File: config.mk
export PLATFORM = sky130hd
export DESIGN_NAME = alu_operand_stage_flat
export DESIGN_NICKNAME = d
export VERILOG_FILES = /design/src/rtl/alu_operand_stage_pkg.sv /design/src/rtl/alu_operand_stage_if.sv /design/src/rtl/alu_operand_stage_regfile.sv /design/src/rtl/alu_operand_stage.sv /design/src/flat_wrapper.sv
export SDC_FILE = /design/constraint.sdc
export NUM_CORES = 1
export LEC_CHECK = 0
export ABC_AREA = 0
export CAP_MARGIN = 20
export CELL_PAD_IN_SITES_DETAIL_PLACEMENT = 1
export CELL_PAD_IN_SITES_GLOBAL_PLACEMENT = 1
export CORE_MARGIN = 3
export CORE_UTILIZATION = 30
export CTS_BUF_LIST = sky130_fd_sc_hd__clkbuf_4 sky130_fd_sc_hd__clkbuf_8
export CTS_CLUSTER_SIZE = 30
export DETAILED_ROUTE_END_ITERATION = 8
export GPL_TIMING_DRIVEN = 0
export PLACE_DENSITY_LB_ADDON = 0.1
export SLEW_MARGIN = 20
export SYNTH_ARGS = -nofsm -noshare
export SYNTH_HDL_FRONTEND = slang
export SYNTH_SLANG_ARGS = --single-unit
File: constraint.sdc
create_clock -name i_clk -period 2.7 [get_ports i_clk]
set_clock_uncertainty 0.1 [all_clocks]
set_input_delay 0.675 -clock i_clk [delete_from_list [all_inputs] [get_ports i_clk]]
set_output_delay 0.675 -clock i_clk [all_outputs]
set_load 0.05 [all_outputs]
File: src/rtl/alu_operand_stage_pkg.sv
// ---------------------------------------------------------------------------
// alu_operand_stage_pkg
// Purpose : Shared widths, ALU function codes and flag bit positions for the
//           operand/issue stage and the 8-bit ALU it feeds.
// Contents: DATA_W / REG_ADDR_W / FUNC_W widths, alu_func_e codes,
//           FLAG_Z/S/V indices into the 3-bit flag word, and func_writes(),
//           which tells whether a function code produces a register write.
// ---------------------------------------------------------------------------
package alu_operand_stage_pkg;

    localparam int DATA_W     = 8;
    localparam int REG_ADDR_W = 3;
    localparam int FUNC_W     = 3;
    localparam int NUM_REGS   = 1 << REG_ADDR_W;
    localparam int FLAG_W     = 3;

    // Flag word layout: {ovf, sign, zero}
    localparam int FLAG_Z = 0;
    localparam int FLAG_S = 1;
    localparam int FLAG_V = 2;

    typedef enum logic [FUNC_W-1:0] {
        ALU_NOP = 3'd0,
        ALU_ADD = 3'd1,
        ALU_SUB = 3'd2,
        ALU_AND = 3'd3,
        ALU_OR  = 3'd4,
        ALU_XOR = 3'd5
    } alu_func_e;

    // Codes 0, 6 and 7 are treated as no-ops: no writeback, no flag update.
    function automatic logic func_writes(input logic [FUNC_W-1:0] f);
        logic w;
        case (f)
            ALU_ADD, ALU_SUB, ALU_AND, ALU_OR, ALU_XOR: w = 1'b1;
            default:                                    w = 1'b0;
        endcase
        return w;
    endfunction

endpackage

File: src/rtl/alu_operand_stage_if.sv
// ---------------------------------------------------------------------------
// alu_operand_stage_if
// Purpose : Instruction issue channel into the operand stage.
// Signals : in_valid/in_ready handshake (transfer when both high),
//           in_func, in_rd, in_rs, in_rt, in_imm_en, in_imm.
// Modports: master = instruction source, slave = operand stage.
// ---------------------------------------------------------------------------
interface alu_operand_stage_if;
    import alu_operand_stage_pkg::*;

    logic                  in_valid;
    logic                  in_ready;
    logic [FUNC_W-1:0]     in_func;
    logic [REG_ADDR_W-1:0] in_rd;
    logic [REG_ADDR_W-1:0] in_rs;
    logic [REG_ADDR_W-1:0] in_rt;
    logic                  in_imm_en;
    logic [DATA_W-1:0]     in_imm;

    modport master (
        output in_valid, in_func, in_rd, in_rs, in_rt, in_imm_en, in_imm,
        input  in_ready
    );

    modport slave (
        input  in_valid, in_func, in_rd, in_rs, in_rt, in_imm_en, in_imm,
        output in_ready
    );

endinterface

File: src/rtl/alu_operand_stage_regfile.sv
// ---------------------------------------------------------------------------
// alu_operand_stage_regfile
// Purpose : 8x8 register file, R0 hardwired to zero.
// Ports   : i_clk, i_rst (sync, active high, clears all registers)
//           i_we/i_waddr/i_wdata  synchronous write port (writes to R0 dropped)
//           i_raddr_a/o_rdata_a   async read port (operand A)
//           i_raddr_b/o_rdata_b   async read port (operand B)
//           i_raddr_d/o_rdata_d   async read port (debug)
// ---------------------------------------------------------------------------
module alu_operand_stage_regfile
    import alu_operand_stage_pkg::*;
(
    input  logic                  i_clk,
    input  logic                  i_rst,
    input  logic                  i_we,
    input  logic [REG_ADDR_W-1:0] i_waddr,
    input  logic [DATA_W-1:0]     i_wdata,
    input  logic [REG_ADDR_W-1:0] i_raddr_a,
    input  logic [REG_ADDR_W-1:0] i_raddr_b,
    input  logic [REG_ADDR_W-1:0] i_raddr_d,
    output logic [DATA_W-1:0]     o_rdata_a,
    output logic [DATA_W-1:0]     o_rdata_b,
    output logic [DATA_W-1:0]     o_rdata_d
);

    logic [DATA_W-1:0] r_mem [0:NUM_REGS-1];

    // Register storage: synchronous clear and write; R0 is never written.
    always_ff @(posedge i_clk) begin
        if (i_rst) begin
            for (int i = 0; i < NUM_REGS; i++) begin
                r_mem[i] <= {DATA_W{1'b0}};
            end
        end else if (i_we && (i_waddr != {REG_ADDR_W{1'b0}})) begin
            r_mem[i_waddr] <= i_wdata;
        end
    end

    // Async reads; R0 forced to zero independently of storage.
    always_comb begin
        o_rdata_a = {DATA_W{1'b0}};
        o_rdata_b = {DATA_W{1'b0}};
        o_rdata_d = {DATA_W{1'b0}};
        if (i_raddr_a != {REG_ADDR_W{1'b0}}) o_rdata_a = r_mem[i_raddr_a];
        else                                 o_rdata_a = {DATA_W{1'b0}};
        if (i_raddr_b != {REG_ADDR_W{1'b0}}) o_rdata_b = r_mem[i_raddr_b];
        else                                 o_rdata_b = {DATA_W{1'b0}};
        if (i_raddr_d != {REG_ADDR_W{1'b0}}) o_rdata_d = r_mem[i_raddr_d];
        else                                 o_rdata_d = {DATA_W{1'b0}};
    end

endmodule

File: src/rtl/alu_operand_stage.sv
// ---------------------------------------------------------------------------
// alu_operand_stage
// Purpose : Two-stage (ISSUE, EXEC/WB) operand stage in front of the 8-bit
//           ALU. Reads operands (with bypass from the op currently in EXEC),
//           registers op1/op2/func into the ALU, writes the ALU result back
//           and latches {ovf,sign,zero}.
// Ports   : i_clk, i_rst          clock, synchronous active-high reset
//           bus (slave)           instruction issue handshake + fields
//           i_stall               downstream hold; freezes the EXEC stage
//           o_alu_op1/op2/func    registered ALU inputs
//           i_alu_result/zero/sign/ovf  ALU combinational outputs
//           o_flags               {ovf,sign,zero} of last committed op
//           o_wb_valid            one-cycle pulse after a writeback commits
//           i_dbg_addr/o_dbg_data combinational debug register read
// ---------------------------------------------------------------------------
module alu_operand_stage
    import alu_operand_stage_pkg::*;
(
    input  logic                   i_clk,
    input  logic                   i_rst,
    alu_operand_stage_if.slave     bus,
    input  logic                   i_stall,
    output logic [DATA_W-1:0]      o_alu_op1,
    output logic [DATA_W-1:0]      o_alu_op2,
    output logic [FUNC_W-1:0]      o_alu_func,
    input  logic [DATA_W-1:0]      i_alu_result,
    input  logic                   i_alu_zero,
    input  logic                   i_alu_sign,
    input  logic                   i_alu_ovf,
    output logic [FLAG_W-1:0]      o_flags,
    output logic                   o_wb_valid,
    input  logic [REG_ADDR_W-1:0]  i_dbg_addr,
    output logic [DATA_W-1:0]      o_dbg_data
);

    logic                  r_ex_valid;
    logic [REG_ADDR_W-1:0] r_ex_rd;
    logic [DATA_W-1:0]     r_op1;
    logic [DATA_W-1:0]     r_op2;
    logic [FUNC_W-1:0]     r_func;
    logic [FLAG_W-1:0]     r_flags;
    logic                  r_wb_valid;

    logic                  w_hold;
    logic                  w_commit;
    logic                  w_accept;
    logic                  w_bypass;
    logic [DATA_W-1:0]     w_rf_rs;
    logic [DATA_W-1:0]     w_rf_rt;
    logic [DATA_W-1:0]     w_op1;
    logic [DATA_W-1:0]     w_op2;
    logic [FLAG_W-1:0]     w_alu_flags;

    // EXEC is frozen only when it actually holds an op.
    assign w_hold   = r_ex_valid & i_stall;
    // Reset wins over a commit so an in-flight op is dropped cleanly.
    assign w_commit = r_ex_valid & ~i_stall & func_writes(r_func) & ~i_rst;
    assign bus.in_ready = ~i_rst & ~w_hold;
    assign w_accept = bus.in_valid & bus.in_ready;

    // The result being committed this cycle is forwarded so a dependent op
    // issued right behind it needs no bubble. R0 is never forwarded.
    assign w_bypass = r_ex_valid & ~i_stall & func_writes(r_func)
                    & (r_ex_rd != {REG_ADDR_W{1'b0}});

    always_comb begin
        w_alu_flags         = {FLAG_W{1'b0}};
        w_alu_flags[FLAG_V] = i_alu_ovf;
        w_alu_flags[FLAG_S] = i_alu_sign;
        w_alu_flags[FLAG_Z] = i_alu_zero;
    end

    alu_operand_stage_regfile u_regfile (
        .i_clk     (i_clk),
        .i_rst     (i_rst),
        .i_we      (w_commit),
        .i_waddr   (r_ex_rd),
        .i_wdata   (i_alu_result),
        .i_raddr_a (bus.in_rs),
        .i_raddr_b (bus.in_rt),
        .i_raddr_d (i_dbg_addr),
        .o_rdata_a (w_rf_rs),
        .o_rdata_b (w_rf_rt),
        .o_rdata_d (o_dbg_data)
    );

    // Operand selection: bypass over register file, immediate over rt.
    always_comb begin
        w_op1 = w_rf_rs;
        w_op2 = w_rf_rt;
        if (w_bypass && (r_ex_rd == bus.in_rs)) w_op1 = i_alu_result;
        else                                    w_op1 = w_rf_rs;
        if (bus.in_imm_en)                           w_op2 = bus.in_imm;
        else if (w_bypass && (r_ex_rd == bus.in_rt)) w_op2 = i_alu_result;
        else                                         w_op2 = w_rf_rt;
    end

    // EX pipeline registers: hold on stall, load on accept, else idle the ALU.
    always_ff @(posedge i_clk) begin
        if (i_rst) begin
            r_ex_valid <= 1'b0;
            r_ex_rd    <= {REG_ADDR_W{1'b0}};
            r_op1      <= {DATA_W{1'b0}};
            r_op2      <= {DATA_W{1'b0}};
            r_func     <= ALU_NOP;
        end else if (w_hold) begin
            r_ex_valid <= r_ex_valid;
        end else if (w_accept) begin
            r_ex_valid <= 1'b1;
            r_ex_rd    <= bus.in_rd;
            r_op1      <= w_op1;
            r_op2      <= w_op2;
            r_func     <= bus.in_func;
        end else begin
            r_ex_valid <= 1'b0;
            r_func     <= ALU_NOP;
        end
    end

    // Flag register and writeback pulse, updated only by committing ops.
    always_ff @(posedge i_clk) begin
        if (i_rst) begin
            r_flags    <= {FLAG_W{1'b0}};
            r_wb_valid <= 1'b0;
        end else begin
            r_wb_valid <= w_commit;
            if (w_commit) r_flags <= w_alu_flags;
        end
    end

    assign o_alu_op1  = r_op1;
    assign o_alu_op2  = r_op2;
    assign o_alu_func = r_func;
    assign o_flags    = r_flags;
    assign o_wb_valid = r_wb_valid;

endmodule
File: src/flat_wrapper.sv
// flat-port wrapper written by rule: the top's interface ports become plain ports
module alu_operand_stage_flat import alu_operand_stage_pkg::*;
  (i_clk, i_rst, i_stall, o_alu_op1, o_alu_op2, o_alu_func, i_alu_result, i_alu_zero, i_alu_sign, i_alu_ovf, o_flags, o_wb_valid, i_dbg_addr, o_dbg_data, bus_in_valid, bus_in_func, bus_in_rd, bus_in_rs, bus_in_rt, bus_in_imm_en, bus_in_imm, bus_in_ready);
  alu_operand_stage_if bus_i ();
  input  logic i_clk;
  input  logic i_rst;
  input  logic i_stall;
  output logic [DATA_W-1:0] o_alu_op1;
  output logic [DATA_W-1:0] o_alu_op2;
  output logic [FUNC_W-1:0] o_alu_func;
  input  logic [DATA_W-1:0] i_alu_result;
  input  logic i_alu_zero;
  input  logic i_alu_sign;
  input  logic i_alu_ovf;
  output logic [FLAG_W-1:0] o_flags;
  output logic o_wb_valid;
  input  logic [REG_ADDR_W-1:0] i_dbg_addr;
  output logic [DATA_W-1:0] o_dbg_data;
  input wire logic [$bits(bus_i.in_valid)-1:0] bus_in_valid;
  input wire logic [$bits(bus_i.in_func)-1:0] bus_in_func;
  input wire logic [$bits(bus_i.in_rd)-1:0] bus_in_rd;
  input wire logic [$bits(bus_i.in_rs)-1:0] bus_in_rs;
  input wire logic [$bits(bus_i.in_rt)-1:0] bus_in_rt;
  input wire logic [$bits(bus_i.in_imm_en)-1:0] bus_in_imm_en;
  input wire logic [$bits(bus_i.in_imm)-1:0] bus_in_imm;
  output wire logic [$bits(bus_i.in_ready)-1:0] bus_in_ready;
  assign bus_i.in_valid = bus_in_valid;
  assign bus_i.in_func = bus_in_func;
  assign bus_i.in_rd = bus_in_rd;
  assign bus_i.in_rs = bus_in_rs;
  assign bus_i.in_rt = bus_in_rt;
  assign bus_i.in_imm_en = bus_in_imm_en;
  assign bus_i.in_imm = bus_in_imm;
  assign bus_in_ready = bus_i.in_ready;
  alu_operand_stage u_core (.i_clk(i_clk), .i_rst(i_rst), .bus(bus_i), .i_stall(i_stall), .o_alu_op1(o_alu_op1), .o_alu_op2(o_alu_op2), .o_alu_func(o_alu_func), .i_alu_result(i_alu_result), .i_alu_zero(i_alu_zero), .i_alu_sign(i_alu_sign), .i_alu_ovf(i_alu_ovf), .o_flags(o_flags), .o_wb_valid(o_wb_valid), .i_dbg_addr(i_dbg_addr), .o_dbg_data(o_dbg_data));
endmodule
==> results of run 1 <==
Yosys cell counts, types with 2 or more instances:
library cell	number
nor2_1	13
inv_1	12
mux4_1	7
buf_6	4
and3_1	2
a311o_1	8
nand2_1	17
a31oi_1	8
a221oi_1	8
a221o_1	7
dfxtp_1	27
mux2i_1	13
o211ai_1	8
or3_1	3
clkbuf_1	15
nand3_1	17
xnor2_1	6
mux4_2	32
a21oi_1	25
nand3b_1	2
nand2b_1	2
buf_2	11
mux2_2	15
buf_1	3
and2_1	64
or2_1	7
o21ai_0	16
nor3_2	7
nor2b_1	8
o31ai_1	2
edfxtp_1	64
critical path, cell delays in order:
cell	delay (ns)
clkbuf_4	0.18
or2_2	0.39
o21ai_0	0.35
a221oi_4	0.10
buf_4	0.21
power by group through the flow:
| stage | Combinational [mW] | Clock (mW) | Sequential, mW |
|---|---|---|---|
| after floorplan | 0.428 | 0 | 1.67 |
| after global placement | 0.740 | 0 | 1.63 |
| after detailed placement | 0.745 | 0 | 1.63 |
| after CTS | 0.771 | 0.933 | 1.60 |
| after global routing | 0.815 | 0.977 | 1.61 |
| final | 0.771 | 0.896 | 1.60 |
repair_timing:
item | 4_1_cts | 5_1_grt
buffers inserted | 4 | 0
cloned | 0 | 0
setup endpoints to repair | 65 | 53
pin swaps | 4 | 3
gates resized for setup | 90 | 12
per-stage QoR:
| stage | util, % | setup WS [ns] |
|---|---|---|
| 2_1_floorplan | - | 0.01917 |
| 3_3_place_gp | 37.25 | -1.221 |
| 3_5_place_dp | 37.25 | -1.181 |
| 4_1_cts | 39.13 | 0.003770 |
| 5_1_grt | 39.31 | 0.0008507 |
| 6_report | 39.31 | 0.01698 |
sequential cells by signal, indices dropped and copies added (netlist names):
signal,flops
u_core.o_alu_func,3
u_core.o_alu_op1,8
u_core.o_alu_op2,8
u_core.o_flags,3
u_core.o_wb_valid,1
u_core.r_ex_rd,3
u_core.r_ex_valid,1
u_core.u_regfile.r_mem,64
worst max path at each step:
stage / slack, ns / cells after the start / to / start
6_report: 0.02 / 5 / o_dbg_data[0] / i_dbg_addr[1]
3_3_place_gp: -1.22 / 5 / o_dbg_data[6] / i_dbg_addr[2]
2_1_floorplan: 0.02 / 5 / o_dbg_data[6] / i_dbg_addr[0]
3_5_place_dp: -1.18 / 5 / o_dbg_data[6] / i_dbg_addr[2]
5_1_grt: 0.0009 / 5 / o_dbg_data[6] / i_dbg_addr[1]
4_1_cts: 0.004 / 7 / o_dbg_data[7] / i_dbg_addr[1]
cell families after synthesis:
| group | share of synthesized area, % |
|---|---|
| and+or+nand+nor | 16.30 |
| DFF | 45.38 |
| AOI/OAI and AO/OA | 10.81 |
| muxes | 22.18 |
| buffers and inverters | 4.288 |
| xor gates and xnor gates | 0.9684 |
| other | 0.06911 |
layout by cell type, fill, tap and decap left out, drive strengths merged, types with 2 or more instances in the layout:
cell type / count
clkdlybuf4s50: 50
mux2: 15
a31oi: 8
a21oi: 25
a211oi: 2
and2: 64
o21ai: 16
conb: 8
dfxtp: 27
buf: 32
clkbuf: 25
a311o: 8
inv: 15
nor3: 8
o31ai: 2
nand2: 17
o211ai: 8
and3: 2
edfxtp: 64
nand3: 17
mux4: 39
xnor2: 6
nand3b: 2
or3: 3
nand2b: 2
a221o: 7
nor2: 13
mux2i: 13
a221oi: 8
or2: 8
nor2b: 8
cell type report:
cell class	count	area (um^2)
Fill cell	1865	10610
Multi-Input combinational cell	315	2999
Tap cell	225	281.5
Clock buffer	11	138.9
Timing Repair Buffer	65	653.1
Sequential cell	91	2462
Inverter	12	45.04
Clock inverter	5	37.54
Buffer	33	252.7
layer usage:
layer  wire [um]  GRT usage, %  vias up
li1            -             -     1869
met1        7955         24.17     2081
met3         712         2.970       17
met5           0             0        -
met2        8926         30.24      102
met4         252         4.589        0
==> flow_summary.ini, run 1 <==
[critical_path]
start_kind = input port
rr_worst_depth = 4
cp_max_fo = 8
r2r-start = u_core.r_ex_valid
cp.required_ns = 1.92
r2r_setup_slack_ns = 0.59
worstSetupEndpointType = primary output
crit_arrival_ns = 1.91
r2r_end = u_core.u_regfile.r_mem[7][1]
crit_type = input port to primary output

[placement]
gp_congestion = 0.8197
portBuffers = 61
place_area_mm2 = 0.006510
dpl.hpwl_um = 13350
placed_cells = 738

[synth]
synth_area_leader_cell = edfxtp_1
synth_seq_cells = 91
netlist_area_mm2 = 0.005426
seq_area_frac_synth_pct = 45.38
async_flop_share_pct = 0
avgSynthCellArea_um2 = 12.19
synth_warnings = 0
synthTopCellsByArea = edfxtp_1 (35%), mux4_2 (13%), dfxtp_1 (10%)
syn_inst = 445
synth_top_area_share_pct = 35.42
synth_edf_count = 64
yosys_most_used_dff = edfxtp_1
yosysUniqueCellTypes = 43

[floorplanning]
core_area_mm2 = 0.01748
io_pins = 71
die_w_um = 140.5
std_cell_rows = 48
start_util_pct = 31.05
die_y_um = 140.5
die-area_mm2 = 0.01974

[power_and_ir_drop]
switchingPower_mw = 1.029
irDropWorstVdd_mv = 0.1827
intPower_mw = 2.240
leakage_nw = 2.510
p_seq_share_pct = 49.0
power_density_mw_per_mm2 = 475.9
pwr-share-comb_pct = 23.6
switching_share_pct = 31.48
finalPower_mw = 3.269
p_clk_share_pct = 27.4

[finish]
diodes = 0
num-nets-final = 566
stdcell_area_mm2 = 0.006870
drive_gt1_share_pct = 24.25
syn_to_final_growth_pct = 26.61
fin_cells = 757

[detailed_routing]
drt_iter0_drc = 200
vias_per_cell = 5.375
wirelength_um = 17850
drtAntennaViolNets = 0
drc = 0
vias = 4069
wl_per_cell_um = 23.58
dr.pass1.iters = 6

[sta]
max-slew-margin-rel_pct = 54.71
finalSetupViolations = 0
hold_viol_final = 0
fin_tns_setup_ns = 0
tightest_slew_ns = 0.6773
rsz0062_at_grt = no
fmax_ghz = 0.3727
fin_crit_ns = 2.683
finalMaxSlewViolations = 0
fin_hold_ws_ns = 0.4086
min_period_over_period_pct = 99.37

[clock_tree]
cts_buffers = 9
clk_pin_slew_ns = 0.09
cts-root-buf = clkbuf_8
h-tree-depth = 3
cts_num_sinks = 91
clockBufferDepth = 2
cts_tree = yes
holdBufCountCts = 0
clk_latency_ns = 0.38

[global_route]
grt_usage_pct = 17.97
overflow = 0
grt_pass1_wl_um = 26340
grt_max_degree = 17
antenna_found_initial = 0
grt_pass1_vias = 4235

[min_path]
min-delay-start = u_core.o_alu_func[0]
hold_class = register to register
min_to = u_core.o_alu_func[0]
min_path_cells = 2

[run_status]
outcome = completed

[job]
drv_cap = 0
No activity file was read; power rests on OpenSTA's default activity.
==> run 2, diff against run 1 <==
- ABC_CLOCK_PERIOD_IN_PS: unset -> 2700
- CTS_CLUSTER_SIZE: 30 -> 8
==> results of run 2 <==
The final DEF is identical to that of run 1; final timing and power are the same.
==> run 3, diff against run 2 <==
- GPL_ROUTABILITY_DRIVEN: unset -> 0
==> results of run 3 <==
The final DEF is identical to that of run 1; final timing and power are the same.
